**src/rtl/note_lane_scroller_if.sv**
```systemverilog
// Pattern RAM read bus for the note lane scroller.
//   ram_addr : read address, driven by the scroller (master)
//   ram_q    : read data, valid RAM_LAT cycles after ram_addr changes (slave)
interface note_lane_scroller_if #(
    parameter int unsigned ADDR_W = 7,
    parameter int unsigned DATA_W = 16
);
    logic [ADDR_W-1:0] ram_addr;
    logic [DATA_W-1:0] ram_q;

    modport master (output ram_addr, input  ram_q);
    modport slave  (input  ram_addr, output ram_q);
endinterface

```
**src/rtl/note_lane_scroller.sv**
```systemverilog
// N-track note scroller. Streams per-track note words from a read-only
// pattern RAM into per-track staging registers and shifts them through a
// visible lane one step per game tick. Bit 0 of each track's lane is the
// hit window.
// Ports:
//   CLK, RESET_N : clock, asynchronous active-low reset
//   tick         : one-cycle game-step strobe
//   run          : 1 = advance on tick, 0 = paused
//   restart      : synchronous restart strobe (wins over tick)
//   ram          : pattern RAM read bus (master side)
//   lane         : lane bits, track t = lane[t*LANE_DEPTH +: LANE_DEPTH]
//   hit          : hit[t] = lane bit 0 of track t
//   load_pulse   : one cycle when staging reloads from prefetch
//   song_done    : level, song fully drained
//   tick_miss    : sticky, tick arrived while the RAM path was not ready
module note_lane_scroller #(
    parameter int unsigned NUM_TRACKS = 4,
    parameter int unsigned CHUNK      = 4,
    parameter int unsigned LANE_DEPTH = 8,
    parameter int unsigned ADDR_W     = 7,
    parameter int unsigned SONG_LEN   = 128,
    parameter int unsigned RAM_LAT    = 2,
    parameter int unsigned LOOP       = 0
) (
    input  logic                             CLK,
    input  logic                             RESET_N,
    input  logic                             tick,
    input  logic                             run,
    input  logic                             restart,
    note_lane_scroller_if.master             ram,
    output logic [NUM_TRACKS*LANE_DEPTH-1:0] lane,
    output logic [NUM_TRACKS-1:0]            hit,
    output logic                             load_pulse,
    output logic                             song_done,
    output logic                             tick_miss
);

    localparam int unsigned PH_W = (CHUNK > 1) ? $clog2(CHUNK) : 1;
    localparam int unsigned DR_W = $clog2(CHUNK + LANE_DEPTH + 1);
    localparam int unsigned WT_W = (RAM_LAT > 0) ? $clog2(RAM_LAT + 1) : 1;
    localparam int unsigned ST_W = NUM_TRACKS * CHUNK;
    localparam int unsigned LN_W = NUM_TRACKS * LANE_DEPTH;

    localparam logic [PH_W-1:0]   PH_LAST   = PH_W'(CHUNK - 1);
    localparam logic [DR_W-1:0]   DR_LAST   = DR_W'(CHUNK + LANE_DEPTH - 1);
    localparam logic [WT_W-1:0]   WT_LAST   = WT_W'(RAM_LAT);
    localparam logic [ADDR_W-1:0] ADDR_LAST = ADDR_W'(SONG_LEN - 1);

    typedef enum logic [2:0] {
        S_PRIME,
        S_REFILL,
        S_RUN,
        S_DRAIN,
        S_DONE
    } state_t;

    state_t            state_q, state_d;
    logic [LN_W-1:0]   lane_q, lane_d;
    logic [ST_W-1:0]   stg_q, stg_d;
    logic [ST_W-1:0]   pre_q, pre_d;
    logic [ADDR_W-1:0] addr_q, addr_d;
    logic [PH_W-1:0]   phase_q, phase_d;
    logic [WT_W-1:0]   wait_q, wait_d;
    logic [DR_W-1:0]   drain_q, drain_d;
    logic              past_q, past_d;    // ram_addr has moved beyond the last song word
    logic              lp_q, lp_d;
    logic              done_q, done_d;
    logic              miss_q, miss_d;

    logic step, wait_hit, load_now, last_addr, drain_end;

    assign step      = tick && run;
    assign wait_hit  = (wait_q == WT_LAST);
    assign load_now  = (phase_q == PH_LAST);
    assign last_addr = (addr_q == ADDR_LAST);
    assign drain_end = (drain_q == DR_LAST);

    // Each track's staging bit 0 enters the top of its lane.
    function automatic logic [LN_W-1:0] shift_lane(input logic [LN_W-1:0] l,
                                                   input logic [ST_W-1:0] s);
        logic [LN_W-1:0] r;
        r = '0;
        for (int unsigned t = 0; t < NUM_TRACKS; t++) begin
            r[t*LANE_DEPTH +: LANE_DEPTH] = {s[t*CHUNK], l[t*LANE_DEPTH+1 +: LANE_DEPTH-1]};
        end
        return r;
    endfunction

    function automatic logic [ST_W-1:0] shift_stg(input logic [ST_W-1:0] s);
        logic [ST_W-1:0] r;
        r = '0;
        for (int unsigned t = 0; t < NUM_TRACKS; t++) begin
            r[t*CHUNK +: CHUNK] = s[t*CHUNK +: CHUNK] >> 1;
        end
        return r;
    endfunction

    // State register
    always_ff @(posedge CLK or negedge RESET_N) begin
        if (!RESET_N) state_q <= S_PRIME;
        else          state_q <= state_d;
    end

    // Next-state logic
    always_comb begin
        state_d = state_q;
        if (restart) begin
            state_d = S_PRIME;
        end else begin
            case (state_q)
                S_PRIME:  if (wait_hit) state_d = S_REFILL;
                S_REFILL: if (wait_hit) state_d = S_RUN;
                S_RUN: begin
                    if (step && load_now) begin
                        state_d = ((LOOP == 0) && past_q) ? S_DRAIN : S_REFILL;
                    end
                end
                S_DRAIN:  if (step && drain_end) state_d = S_DONE;
                S_DONE:   state_d = S_DONE;
                default:  state_d = S_PRIME;
            endcase
        end
    end

    // Datapath / registered-output next values
    always_comb begin
        lane_d  = lane_q;
        stg_d   = stg_q;
        pre_d   = pre_q;
        addr_d  = addr_q;
        phase_d = phase_q;
        wait_d  = wait_q;
        drain_d = drain_q;
        past_d  = past_q;
        lp_d    = 1'b0;
        done_d  = done_q;
        miss_d  = miss_q;

        if (restart) begin
            lane_d  = '0;
            stg_d   = '0;
            pre_d   = '0;
            addr_d  = '0;
            phase_d = '0;
            wait_d  = '0;
            drain_d = '0;
            past_d  = 1'b0;
            done_d  = 1'b0;
            miss_d  = 1'b0;
        end else begin
            case (state_q)
                S_PRIME: begin
                    if (step) miss_d = 1'b1;
                    if (wait_hit) begin
                        stg_d  = ram.ram_q;
                        addr_d = ADDR_W'(1);
                        wait_d = '0;
                    end else begin
                        wait_d = wait_q + WT_W'(1);
                    end
                end
                S_REFILL: begin
                    if (step) miss_d = 1'b1;
                    if (wait_hit) begin
                        pre_d  = past_q ? '0 : ram.ram_q;
                        wait_d = '0;
                    end else begin
                        wait_d = wait_q + WT_W'(1);
                    end
                end
                S_RUN: begin
                    if (step) begin
                        lane_d  = shift_lane(lane_q, stg_q);
                        stg_d   = shift_stg(stg_q);
                        phase_d = phase_q + PH_W'(1);
                        if (load_now) begin
                            // The shifted-out bit above still enters the lane;
                            // the whole staging word is then replaced.
                            phase_d = '0;
                            stg_d   = pre_q;
                            lp_d    = 1'b1;
                            if ((LOOP == 0) && past_q) begin
                                // Word SONG_LEN-1 has just been consumed.
                                pre_d   = '0;
                                drain_d = '0;
                            end else begin
                                wait_d = '0;
                                if (last_addr) begin
                                    addr_d = (LOOP != 0) ? '0 : addr_q + ADDR_W'(1);
                                    past_d = (LOOP == 0);
                                end else begin
                                    addr_d = addr_q + ADDR_W'(1);
                                end
                            end
                        end
                    end
                end
                S_DRAIN: begin
                    if (step) begin
                        lane_d  = shift_lane(lane_q, stg_q);
                        stg_d   = shift_stg(stg_q);
                        drain_d = drain_q + DR_W'(1);
                        if (drain_end) begin
                            lane_d = '0;
                            stg_d  = '0;
                            done_d = 1'b1;
                        end
                    end
                end
                S_DONE: begin
                    lane_d = '0;
                    stg_d  = '0;
                    done_d = 1'b1;
                end
                default: ;
            endcase
        end
    end

    always_ff @(posedge CLK or negedge RESET_N) begin
        if (!RESET_N) begin
            lane_q  <= '0;
            stg_q   <= '0;
            pre_q   <= '0;
            addr_q  <= '0;
            phase_q <= '0;
            wait_q  <= '0;
            drain_q <= '0;
            past_q  <= 1'b0;
            lp_q    <= 1'b0;
            done_q  <= 1'b0;
            miss_q  <= 1'b0;
        end else begin
            lane_q  <= lane_d;
            stg_q   <= stg_d;
            pre_q   <= pre_d;
            addr_q  <= addr_d;
            phase_q <= phase_d;
            wait_q  <= wait_d;
            drain_q <= drain_d;
            past_q  <= past_d;
            lp_q    <= lp_d;
            done_q  <= done_d;
            miss_q  <= miss_d;
        end
    end

    always_comb begin
        hit = '0;
        for (int unsigned t = 0; t < NUM_TRACKS; t++) begin
            hit[t] = lane_q[t*LANE_DEPTH];
        end
    end

    assign ram.ram_addr = addr_q;
    assign lane         = lane_q;
    assign load_pulse   = lp_q;
    assign song_done    = done_q;
    assign tick_miss    = miss_q;

endmodule
```
**src/flat_wrapper.sv**
```systemverilog
// flat-port wrapper written by rule: the top's interface ports become plain ports
module note_lane_scroller_flat 
#(
    parameter int unsigned NUM_TRACKS = 4,
    parameter int unsigned CHUNK      = 4,
    parameter int unsigned LANE_DEPTH = 8,
    parameter int unsigned ADDR_W     = 7,
    parameter int unsigned SONG_LEN   = 128,
    parameter int unsigned RAM_LAT    = 2,
    parameter int unsigned LOOP       = 0
)
  (CLK, RESET_N, tick, run, restart, lane, hit, load_pulse, song_done, tick_miss, ram_ram_addr, ram_ram_q);
  note_lane_scroller_if #(.ADDR_W(ADDR_W)) ram_i ();
  input  logic CLK;
  input  logic RESET_N;
  input  logic tick;
  input  logic run;
  input  logic restart;
  output logic [NUM_TRACKS*LANE_DEPTH-1:0] lane;
  output logic [NUM_TRACKS-1:0] hit;
  output logic load_pulse;
  output logic song_done;
  output logic tick_miss;
  output wire logic [$bits(ram_i.ram_addr)-1:0] ram_ram_addr;
  input wire logic [$bits(ram_i.ram_q)-1:0] ram_ram_q;
  assign ram_ram_addr = ram_i.ram_addr;
  assign ram_i.ram_q = ram_ram_q;
  note_lane_scroller #(.NUM_TRACKS(NUM_TRACKS), .CHUNK(CHUNK), .LANE_DEPTH(LANE_DEPTH), .ADDR_W(ADDR_W), .SONG_LEN(SONG_LEN), .RAM_LAT(RAM_LAT), .LOOP(LOOP)) u_core (.CLK(CLK), .RESET_N(RESET_N), .tick(tick), .run(run), .restart(restart), .ram(ram_i), .lane(lane), .hit(hit), .load_pulse(load_pulse), .song_done(song_done), .tick_miss(tick_miss));
endmodule
```
**config.mk**
```make
export PLATFORM = sky130hd
export DESIGN_NAME = note_lane_scroller_flat
export DESIGN_NICKNAME = d
export VERILOG_FILES = /design/src/rtl/note_lane_scroller_if.sv /design/src/rtl/note_lane_scroller.sv /design/src/flat_wrapper.sv
export SDC_FILE = /design/constraint.sdc
export NUM_CORES = 1
export LEC_CHECK = 0
export CORE_UTILIZATION = 35
export CTS_CLUSTER_SIZE = 25
export DETAILED_ROUTE_END_ITERATION = 12
export GPL_TIMING_DRIVEN = 0
export SLEW_MARGIN = 20
export SYNTH_ARGS = -nofsm -noshare
export SYNTH_HDL_FRONTEND = slang
export SYNTH_SLANG_ARGS = --single-unit
```
**constraint.sdc**
```tcl
create_clock -name CLK -period 2.18 [get_ports CLK]
set_input_delay 0.654 -clock CLK [delete_from_list [all_inputs] [get_ports CLK]]
set_output_delay 0.654 -clock CLK [all_outputs]
set_load 0.05 [all_outputs]
```
==> run_summary.xml, run 1 <==
<?xml version="1.0" encoding="UTF-8"?>
<metrics>
  <group name="status">
    <metric name="outcome" unit="">complete, no violations</metric>
  </group>
  <group name="finish">
    <metric name="number_of_nets_in_the_layout" unit="">453</metric>
    <metric name="n_antenna_cell" unit="">0</metric>
    <metric name="drive_above_1_share" unit="%">12.01</metric>
    <metric name="num-fill-cells" unit="">1010</metric>
    <metric name="fin_cells" unit="">573</metric>
    <metric name="syn2layout_area_growth" unit="%">28.96</metric>
  </group>
  <group name="placed_design">
    <metric name="hpwlAfterDp" unit="mm">6.491</metric>
    <metric name="routabilityCongestion" unit="">0.8300</metric>
    <metric name="place_ws" unit="ns">-0.5396</metric>
    <metric name="buffer_ports.inserted" unit="">66</metric>
    <metric name="numPlacedInstances" unit="">558</metric>
  </group>
  <group name="timing">
    <metric name="final-max-slew-violation-count" unit="">0</metric>
    <metric name="worst_clock_skew" unit="ns">0.008282</metric>
    <metric name="hold_ws" unit="ns">0.2697</metric>
    <metric name="grt_setup_unrepaired" unit="">false</metric>
    <metric name="timing.slew.headroom" unit="%">60.29</metric>
    <metric name="worst_setup_slack_after_layout" unit="ns">0.05604</metric>
    <metric name="tightestPinTransition" unit="ns">0.5943</metric>
    <metric name="final_hold_violation_count" unit="">0</metric>
    <metric name="timing.final.setup_violations" unit="">0</metric>
    <metric name="maxClockFrequency" unit="GHz">0.4708</metric>
    <metric name="post-route-period-util" unit="%">97.43</metric>
    <metric name="period_needed" unit="ns">2.124</metric>
  </group>
  <group name="synthesis">
    <metric name="yosysMostFrequentCell" unit="">sky130_fd_sc_hd__dfrtp_1</metric>
    <metric name="number_of_instances_in_the_synthesized_netlist" unit="">351</metric>
    <metric name="synth_largest_area_cell" unit="">sky130_fd_sc_hd__dfrtp_1</metric>
    <metric name="netlist_area" unit="sq um">3988</metric>
    <metric name="synth.distinct_cells" unit="">54</metric>
    <metric name="synthesis.area_per_instance" unit="sq um">11.36</metric>
    <metric name="synth.top_cells.by_count" unit="">sky130_fd_sc_hd__dfrtp_1, sky130_fd_sc_hd__a22o_1, sky130_fd_sc_hd__nand2_1</metric>
    <metric name="synth.ff_latch_count" unit="">86</metric>
    <metric name="synth_fp_nets" unit="">376</metric>
    <metric name="synth_edf_count" unit="">0</metric>
    <metric name="synth_top_flop_cell" unit="">sky130_fd_sc_hd__dfrtp_1</metric>
    <metric name="largest_cells_by_area_after_synthesis" unit="">sky130_fd_sc_hd__dfrtp_1, sky130_fd_sc_hd__a22o_1, sky130_fd_sc_hd__mux2i_1, sky130_fd_sc_hd__o2bb2ai_1, sky130_fd_sc_hd__a222oi_1</metric>
    <metric name="yosysWarningCount" unit="">0</metric>
    <metric name="ys_seq_area_share" unit="%">53.97</metric>
    <metric name="netlist.area_leader.share" unit="%">53.97</metric>
    <metric name="async_set_or_reset_register_ratio_after_synthesis" unit="%">100.0</metric>
  </group>
  <group name="clock_tree">
    <metric name="maximum_clock_path_buffer_count" unit="">2</metric>
    <metric name="tritoncts" unit="">built</metric>
    <metric name="numClockSinks" unit="">86</metric>
    <metric name="postCtsHoldBufs" unit="">0</metric>
    <metric name="h_tree_depth" unit="">3</metric>
    <metric name="root_buffer" unit="">sky130_fd_sc_hd__clkbuf_16</metric>
    <metric name="clk_pin_slew_worst_paths" unit="ns">0.06</metric>
    <metric name="number_of_buffers_added_by_the_clock_tree_synthesis_step" unit="">9</metric>
    <metric name="clock_latency" unit="ns">0.34</metric>
  </group>
  <group name="drt">
    <metric name="detail_route.wl_per_cell" unit="um">16.38</metric>
    <metric name="drcViolationCount" unit="">0</metric>
    <metric name="postRouteAntennaNets" unit="">0</metric>
    <metric name="via_count" unit="">3072</metric>
    <metric name="drt_iter0_markers" unit="">238</metric>
    <metric name="detail_route.first_pass.iterations" unit="">5</metric>
    <metric name="drt-vias-per-instance" unit="">5.361</metric>
    <metric name="wirelength" unit="mm">9.383</metric>
  </group>
  <group name="worst_setup_path">
    <metric name="worst-path-max-fanout" unit="">7</metric>
    <metric name="timing.reg2reg.setup_slack" unit="ns">0.18</metric>
    <metric name="worst_r2r_src" unit="">u_core.drain_q[0]</metric>
    <metric name="cp-start-kind" unit="">input pin</metric>
    <metric name="worst-setup-path-type" unit="">input pin to flop</metric>
    <metric name="endpoint_kind" unit="">flop</metric>
    <metric name="crit_chain" unit="">clkdlybuf4s50_1, nor3b_1, a211o_1, mux2_1</metric>
    <metric name="crit_arrival" unit="ns">2.34</metric>
    <metric name="crit_path_max_incr_delay" unit="ns">0.57</metric>
    <metric name="critical_path.startpoint" unit="">restart</metric>
    <metric name="cells_on_worst_reg2reg_path" unit="">6</metric>
    <metric name="crit_slowest_cell" unit="">sky130_fd_sc_hd__nor3b_1</metric>
    <metric name="worst_ep_required_time" unit="ns">2.39</metric>
    <metric name="reg2reg_end" unit="">u_core.stg_q[0]</metric>
  </group>
  <group name="power">
    <metric name="vdd_drop_max" unit="mV">0.3325</metric>
    <metric name="leakage_dissipation" unit="nW">2.617</metric>
    <metric name="power_per_cell_area" unit="nW/um^2">863.7</metric>
  </group>
  <group name="floorplanning">
    <metric name="die-width" unit="um">108.7</metric>
    <metric name="design.die.area" unit="sq um">11820</metric>
    <metric name="die_height" unit="um">108.7</metric>
    <metric name="initial_core_util" unit="%">36.31</metric>
    <metric name="core_region_area" unit="sq um">10980</metric>
    <metric name="core.rowCount" unit="">38</metric>
    <metric name="boundaryPins" unit="">67</metric>
  </group>
  <group name="global_routing">
    <metric name="grt_util_all_layers" unit="%">17.09</metric>
    <metric name="grt.busiest_layer" unit="">met2</metric>
    <metric name="gr-usage-met3" unit="%">2.750</metric>
    <metric name="grt_pass1_wl" unit="mm">15.61</metric>
    <metric name="met1_usage" unit="%">24.43</metric>
    <metric name="via_count_of_the_first_global_routing_pass" unit="">3029</metric>
    <metric name="antenna_found_initial" unit="">0</metric>
    <metric name="grt-ovfl-total" unit="">0</metric>
    <metric name="pin_count_of_the_biggest_net_entering_global_routing" unit="">55</metric>
    <metric name="grtUsageMet2" unit="%">25.41</metric>
  </group>
  <group name="min_path">
    <metric name="hold_path_class" unit="">input pin to asynchronous set/reset pin</metric>
  </group>
  <group name="flow_run">
    <metric name="drv_cap" unit="">0</metric>
  </group>
</metrics>
[power by group]
group / switching (W) / leakage, nW / internal [W]
logic: 0.000611 / 1.29 / 0.000399
registers: 0.000123 / 1.18 / 0.00175
clock network: 0.000655 / 0.151 / 0.000902
total: 0.00139 / 2.62 / 0.00305
[per-stage QoR]
step,area (sq um),TNS (ns),total power (W),utilization [%]
2_1_floorplan,3988,0,0.002578,-
3_3_place_gp,4823,-260.62,0.002873,43.92
3_5_place_dp,4848,-24.99,0.002894,44.14
4_1_cts,5102,0,0.004471,46.46
5_1_grt,5142,0,0.004684,46.82
6_report,5142,0,0.004441,46.82
[registers in the layout, summed over array words and instances, names as in the netlist]
register             flops
u_core.drain_q           4
u_core.past_q            1
u_core.phase_q           2
u_core.ram.ram_addr      7
u_core.tick_miss         1
u_core.state_q           3
u_core.lane             32
u_core.load_pulse        1
u_core.wait_q            2
u_core.stg_q            16
u_core.pre_q            16
u_core.song_done         1
[worst max-delay path, delay by kind of cell]
family	cells	cell delay, ns
multiplexers	1	0.32
AO/OA/AOI/OAI	1	0.24
AND/OR/NAND/NOR	1	0.57
buffers and inverters	1	0.55
[metal layers]
layer / part of all wire (%) / vias up
li1: - / 1456
met1: 49 / 1526
met2: 45 / 76
met3: 4.0 / 14
met4: 1.8 / 0
met5: 0 / -
[cell families after synthesis]
kind of cell,share of synthesized area [%]
flops,53.97
fa+ha+maj,1.255
buf+inv,6.244
compound gates,20.40
simple gates,12.58
mux,5.554
[cell type report]
cell class	instances	area (sq um)	area share (%)
multi-input cells	214	1608	31.27
plain buffers	25	156.4	3.041
repair buffers	68	656.9	12.77
clock buffers	9	225.2	4.380
inverters	24	90.09	1.752
flip-flops and latches	86	2152	41.85
well taps	140	175.2	3.406
clock inverters	7	78.83	1.533
[worst max path at each step]
stage / end / slack, ns / depth (start not counted)
after floorplan: u_core.pre_q[10] / 0.40 / 7
after global placement: u_core.pre_q[3] / -2.76 / 1
after detailed placement: u_core.stg_q[0] / -0.54 / 5
after CTS: lane[17] / 0.004 / 1
after global routing: u_core.state_q[0] / 0.02 / 4
final: u_core.state_q[0] / 0.06 / 4
[placed cells by master (no fill, tap or decap), types with 9 or more instances in the layout]
master / synthesis / layout
sky130_fd_sc_hd__a222oi_1: 11 / 11
sky130_fd_sc_hd__a22o_1: 35 / 35
sky130_fd_sc_hd__buf_2: 13 / 12
sky130_fd_sc_hd__buf_4: 9 / 9
sky130_fd_sc_hd__clkbuf_16: 0 / 9
sky130_fd_sc_hd__clkdlybuf4s50_1: 0 / 18
sky130_fd_sc_hd__dfrtp_1: 86 / 86
sky130_fd_sc_hd__dlygate4sd2_1: 0 / 41
sky130_fd_sc_hd__inv_1: 22 / 22
sky130_fd_sc_hd__mux2i_1: 21 / 21
sky130_fd_sc_hd__nand2_1: 26 / 26
sky130_fd_sc_hd__nor2_1: 15 / 15
sky130_fd_sc_hd__o2bb2ai_1: 16 / 16
[timing repair]
item,in CTS,in global routing
buffers inserted,0,1
setup endpoints to repair,62,63
pin swaps,0,1
gates cloned,0,0
resized for setup,44,13
(Power assumes the default switching activity.)
==> run 2, diff against run 1 <==
--- a/config.mk
+++ b/config.mk
@@ -5,6 +5,7 @@
 export SDC_FILE = /design/constraint.sdc
 export NUM_CORES = 1
 export LEC_CHECK = 0
+export CORE_MARGIN = 1.5
 export CORE_UTILIZATION = 35
 export CTS_CLUSTER_SIZE = 25
 export DETAILED_ROUTE_END_ITERATION = 12
==> constraint.sdc (replaced) <==
create_clock -name CLK -period 2.4 [get_ports CLK]
set_input_delay 0.72 -clock CLK [delete_from_list [all_inputs] [get_ports CLK]]
set_output_delay 0.72 -clock CLK [all_outputs]
set_load 0.05 [all_outputs]
==> run 2 against run 1 <==
Final area is essentially flat. Sequential share of layout area hardly changed. Via count grew 0.29%. Worst hold slack improved by 0.093 ns. Largest power group unchanged. Largest cell class unchanged. Combinational power shrank 11%. Global-route usage down 1.1 points. Non-clock buffer count shrank 1. Critical endpoint is now ram_ram_addr[4]. Critical path depth decreased by 3. First-iteration DRC count is 7.6% higher.
==> run_summary.xml, run 2 (synthesis gave the netlist of run 1 again) <==
<?xml version="1.0" encoding="UTF-8"?>
<metrics>
  <group name="timing">
    <metric name="worst_setup_slack_after_layout" unit="ns">0.07321</metric>
    <metric name="maxClockFrequency" unit="GHz">0.4298</metric>
    <metric name="final-max-slew-violation-count" unit="">0</metric>
    <metric name="grt_setup_unrepaired" unit="">false</metric>
    <metric name="period_needed" unit="ns">2.327</metric>
    <metric name="final_hold_violation_count" unit="">0</metric>
    <metric name="worst_clock_skew" unit="ns">0.009656</metric>
    <metric name="tightestPinTransition" unit="ns">0.5779</metric>
    <metric name="timing.final.setup_violations" unit="">0</metric>
    <metric name="post-route-period-util" unit="%">96.95</metric>
    <metric name="hold_ws" unit="ns">0.3623</metric>
    <metric name="timing.slew.headroom" unit="%">61.39</metric>
  </group>
  <group name="clock_tree">
    <metric name="numClockSinks" unit="">86</metric>
    <metric name="tritoncts" unit="">built</metric>
    <metric name="number_of_buffers_added_by_the_clock_tree_synthesis_step" unit="">9</metric>
    <metric name="root_buffer" unit="">sky130_fd_sc_hd__clkbuf_16</metric>
    <metric name="clk_pin_slew_worst_paths" unit="ns">0.06</metric>
    <metric name="maximum_clock_path_buffer_count" unit="">2</metric>
    <metric name="clock_latency" unit="ns">0.33</metric>
    <metric name="h_tree_depth" unit="">3</metric>
    <metric name="postCtsHoldBufs" unit="">0</metric>
  </group>
  <group name="global_routing">
    <metric name="pin_count_of_the_biggest_net_entering_global_routing" unit="">52</metric>
    <metric name="grt_util_all_layers" unit="%">16.00</metric>
    <metric name="grt_pass1_wl" unit="mm">14.92</metric>
    <metric name="grt-ovfl-total" unit="">0</metric>
    <metric name="antenna_found_initial" unit="">0</metric>
    <metric name="via_count_of_the_first_global_routing_pass" unit="">2874</metric>
  </group>
  <group name="power">
    <metric name="power_per_cell_area" unit="nW/um^2">778.3</metric>
    <metric name="leakage_dissipation" unit="nW">2.335</metric>
    <metric name="comb_power_share" unit="%">22.5</metric>
    <metric name="p_total" unit="W">0.004004</metric>
    <metric name="power_frac_clock" unit="%">35.0</metric>
    <metric name="power_switching" unit="W">0.001237</metric>
    <metric name="netSwitchingFraction" unit="%">30.90</metric>
    <metric name="power.sequential.fraction" unit="%">42.5</metric>
    <metric name="vdd_drop_max" unit="mV">0.3318</metric>
    <metric name="power_report.internal_total" unit="W">0.002767</metric>
  </group>
  <group name="floorplanning">
    <metric name="die_height" unit="um">109.7</metric>
    <metric name="design.die.area" unit="sq um">12040</metric>
    <metric name="boundaryPins" unit="">67</metric>
    <metric name="initial_core_util" unit="%">36.31</metric>
    <metric name="core_region_area" unit="sq um">10980</metric>
    <metric name="core.rowCount" unit="">38</metric>
    <metric name="die-width" unit="um">109.7</metric>
  </group>
  <group name="worst_setup_path">
    <metric name="crit_path_max_incr_delay" unit="ns">0.84</metric>
    <metric name="worst-path-max-fanout" unit="">6</metric>
    <metric name="critical_path_buf_inv_count" unit="">1</metric>
    <metric name="crit_chain" unit="">clkdlybuf4s50_1</metric>
    <metric name="worst-setup-path-type" unit="">flop to primary output</metric>
    <metric name="crit_arrival" unit="ns">1.61</metric>
    <metric name="worst_ep_required_time" unit="ns">1.68</metric>
    <metric name="path_delay_family" unit="">buffers and inverters</metric>
    <metric name="cp-start-kind" unit="">flop</metric>
    <metric name="endpoint_kind" unit="">primary output</metric>
    <metric name="crit_slowest_cell" unit="">sky130_fd_sc_hd__clkdlybuf4s50_1</metric>
  </group>
  <group name="finish">
    <metric name="fin_cells" unit="">572</metric>
    <metric name="syn2layout_area_growth" unit="%">29.02</metric>
    <metric name="most-common-layout-cells" unit="">sky130_fd_sc_hd__dfrtp_1, sky130_fd_sc_hd__clkdlybuf4s50_1, sky130_fd_sc_hd__a22o_1</metric>
    <metric name="drive_above_1_share" unit="%">11.11</metric>
    <metric name="n_antenna_cell" unit="">0</metric>
    <metric name="number_of_nets_in_the_layout" unit="">452</metric>
    <metric name="largest_reg_flops" unit="">32</metric>
    <metric name="layout.core_utilization" unit="%">46.84</metric>
    <metric name="final_common_cell" unit="">sky130_fd_sc_hd__dfrtp_1</metric>
  </group>
  <group name="status">
    <metric name="outcome" unit="">complete, no violations</metric>
  </group>
  <group name="drt">
    <metric name="via_count" unit="">3081</metric>
    <metric name="drt-vias-per-instance" unit="">5.386</metric>
    <metric name="postRouteAntennaNets" unit="">0</metric>
    <metric name="wirelength" unit="mm">9.136</metric>
    <metric name="detail_route.wirelength.met1" unit="mm">4.580</metric>
    <metric name="drcViolationCount" unit="">0</metric>
    <metric name="detail_route.wl_per_cell" unit="um">15.97</metric>
    <metric name="detail_route.first_pass.iterations" unit="">7</metric>
    <metric name="met2_wirelength" unit="mm">4.028</metric>
    <metric name="drt_iter0_markers" unit="">256</metric>
    <metric name="top_layer_used" unit="">met4</metric>
    <metric name="met3WireLength" unit="um">379</metric>
  </group>
  <group name="flow_run">
    <metric name="drv_cap" unit="">0</metric>
  </group>
  <group name="min_path">
    <metric name="hold_path_class" unit="">input pin to asynchronous set/reset pin</metric>
  </group>
  <group name="placed_design">
    <metric name="hpwlAfterDp" unit="mm">6.469</metric>
    <metric name="place_ws" unit="ns">-0.4054</metric>
    <metric name="routabilityCongestion" unit="">0.8492</metric>
    <metric name="numPlacedInstances" unit="">558</metric>
    <metric name="buffer_ports.inserted" unit="">66</metric>
  </group>
</metrics>
## run 2: changes by cell type in the layout (fill, tap and decap cells not counted), moves of 2 or more
cell                              before  now
sky130_fd_sc_hd__clkdlybuf4s50_1      18   64
sky130_fd_sc_hd__dlygate4sd2_1        41    0
sky130_fd_sc_hd__dlymetal6s2s_1        6    1
sky130_fd_sc_hd__nor3_2                1    3
sky130_fd_sc_hd__nor3_4                2    0
## run 2: final cells by class
type                    count  area [sq um]
clock buffers               9         225.2
multi-input cells         214          1587
clock inverters             7         78.83
fillers                  1033          5838
flip-flops and latches     86          2152
plain buffers              25         148.9
well taps                 140         175.2
inverters                  24         90.09
repair buffers             67         688.2
## run 2: per-stage QoR
stage                     TNS (ns)  area, sq um
after detailed placement    -13.69         4848
after global placement     -235.53         4823
after global routing             0         5145
after CTS                        0         5149
after floorplan                  0         3988
final                            0         5145
## run 2: path summary, 6_finish.rpt
kind	start	endpoint	slack (ns)	cells after the start
setup reg to reg	u_core.state_q[2]	u_core.state_q[0]	0.43	4
max in group asynchronous	RESET_N	u_core.stg_q[0]	1.43	2
setup / recovery	u_core.ram.ram_addr[4]	ram_ram_addr[4]	0.07	1
hold / removal	RESET_N	u_core.lane[8]	0.36	1
hold reg to reg	u_core.stg_q[4]	u_core.stg_q[4]	0.49	1
min in group CLK	u_core.stg_q[4]	u_core.stg_q[4]	0.49	1
## run 2: power groups by stage
stage / clock network (W) / registers [W] / logic (W)
6_report: 0.00140 / 0.00170 / 0.000901
5_1_grt: 0.00150 / 0.00172 / 0.000996
4_1_cts: 0.00143 / 0.00170 / 0.000907
3_5_place_dp: 0 / 0.00172 / 0.000903
3_3_place_gp: 0 / 0.00172 / 0.000888
2_1_floorplan: 0 / 0.00172 / 0.000624
## run 2: layer usage
metal	GRT usage [%]	up-vias
met5	0	-
met4	6.401	0
met3	2.253	13
met2	23.47	93
met1	23.65	1510
li1	-	1465
## run 2: repair_timing
action / 4_1_cts / 5_1_grt
resized for setup: 0 / 3
endpoints found under the setup margin: 10 / 11
hold endpoints to repair: 0 / 0
buffers inserted: 0 / 0
==> run 3, diff against run 2 <==
--- a/config.mk
+++ b/config.mk
@@ -5,6 +5,7 @@
 export SDC_FILE = /design/constraint.sdc
 export NUM_CORES = 1
 export LEC_CHECK = 0
+export ABC_CLOCK_PERIOD_IN_PS = 2400
 export CORE_MARGIN = 1.5
 export CORE_UTILIZATION = 35
 export CTS_CLUSTER_SIZE = 25
==> results of run 3 <==
No change in the layout: final DEF, timing and power equal those of run 2.
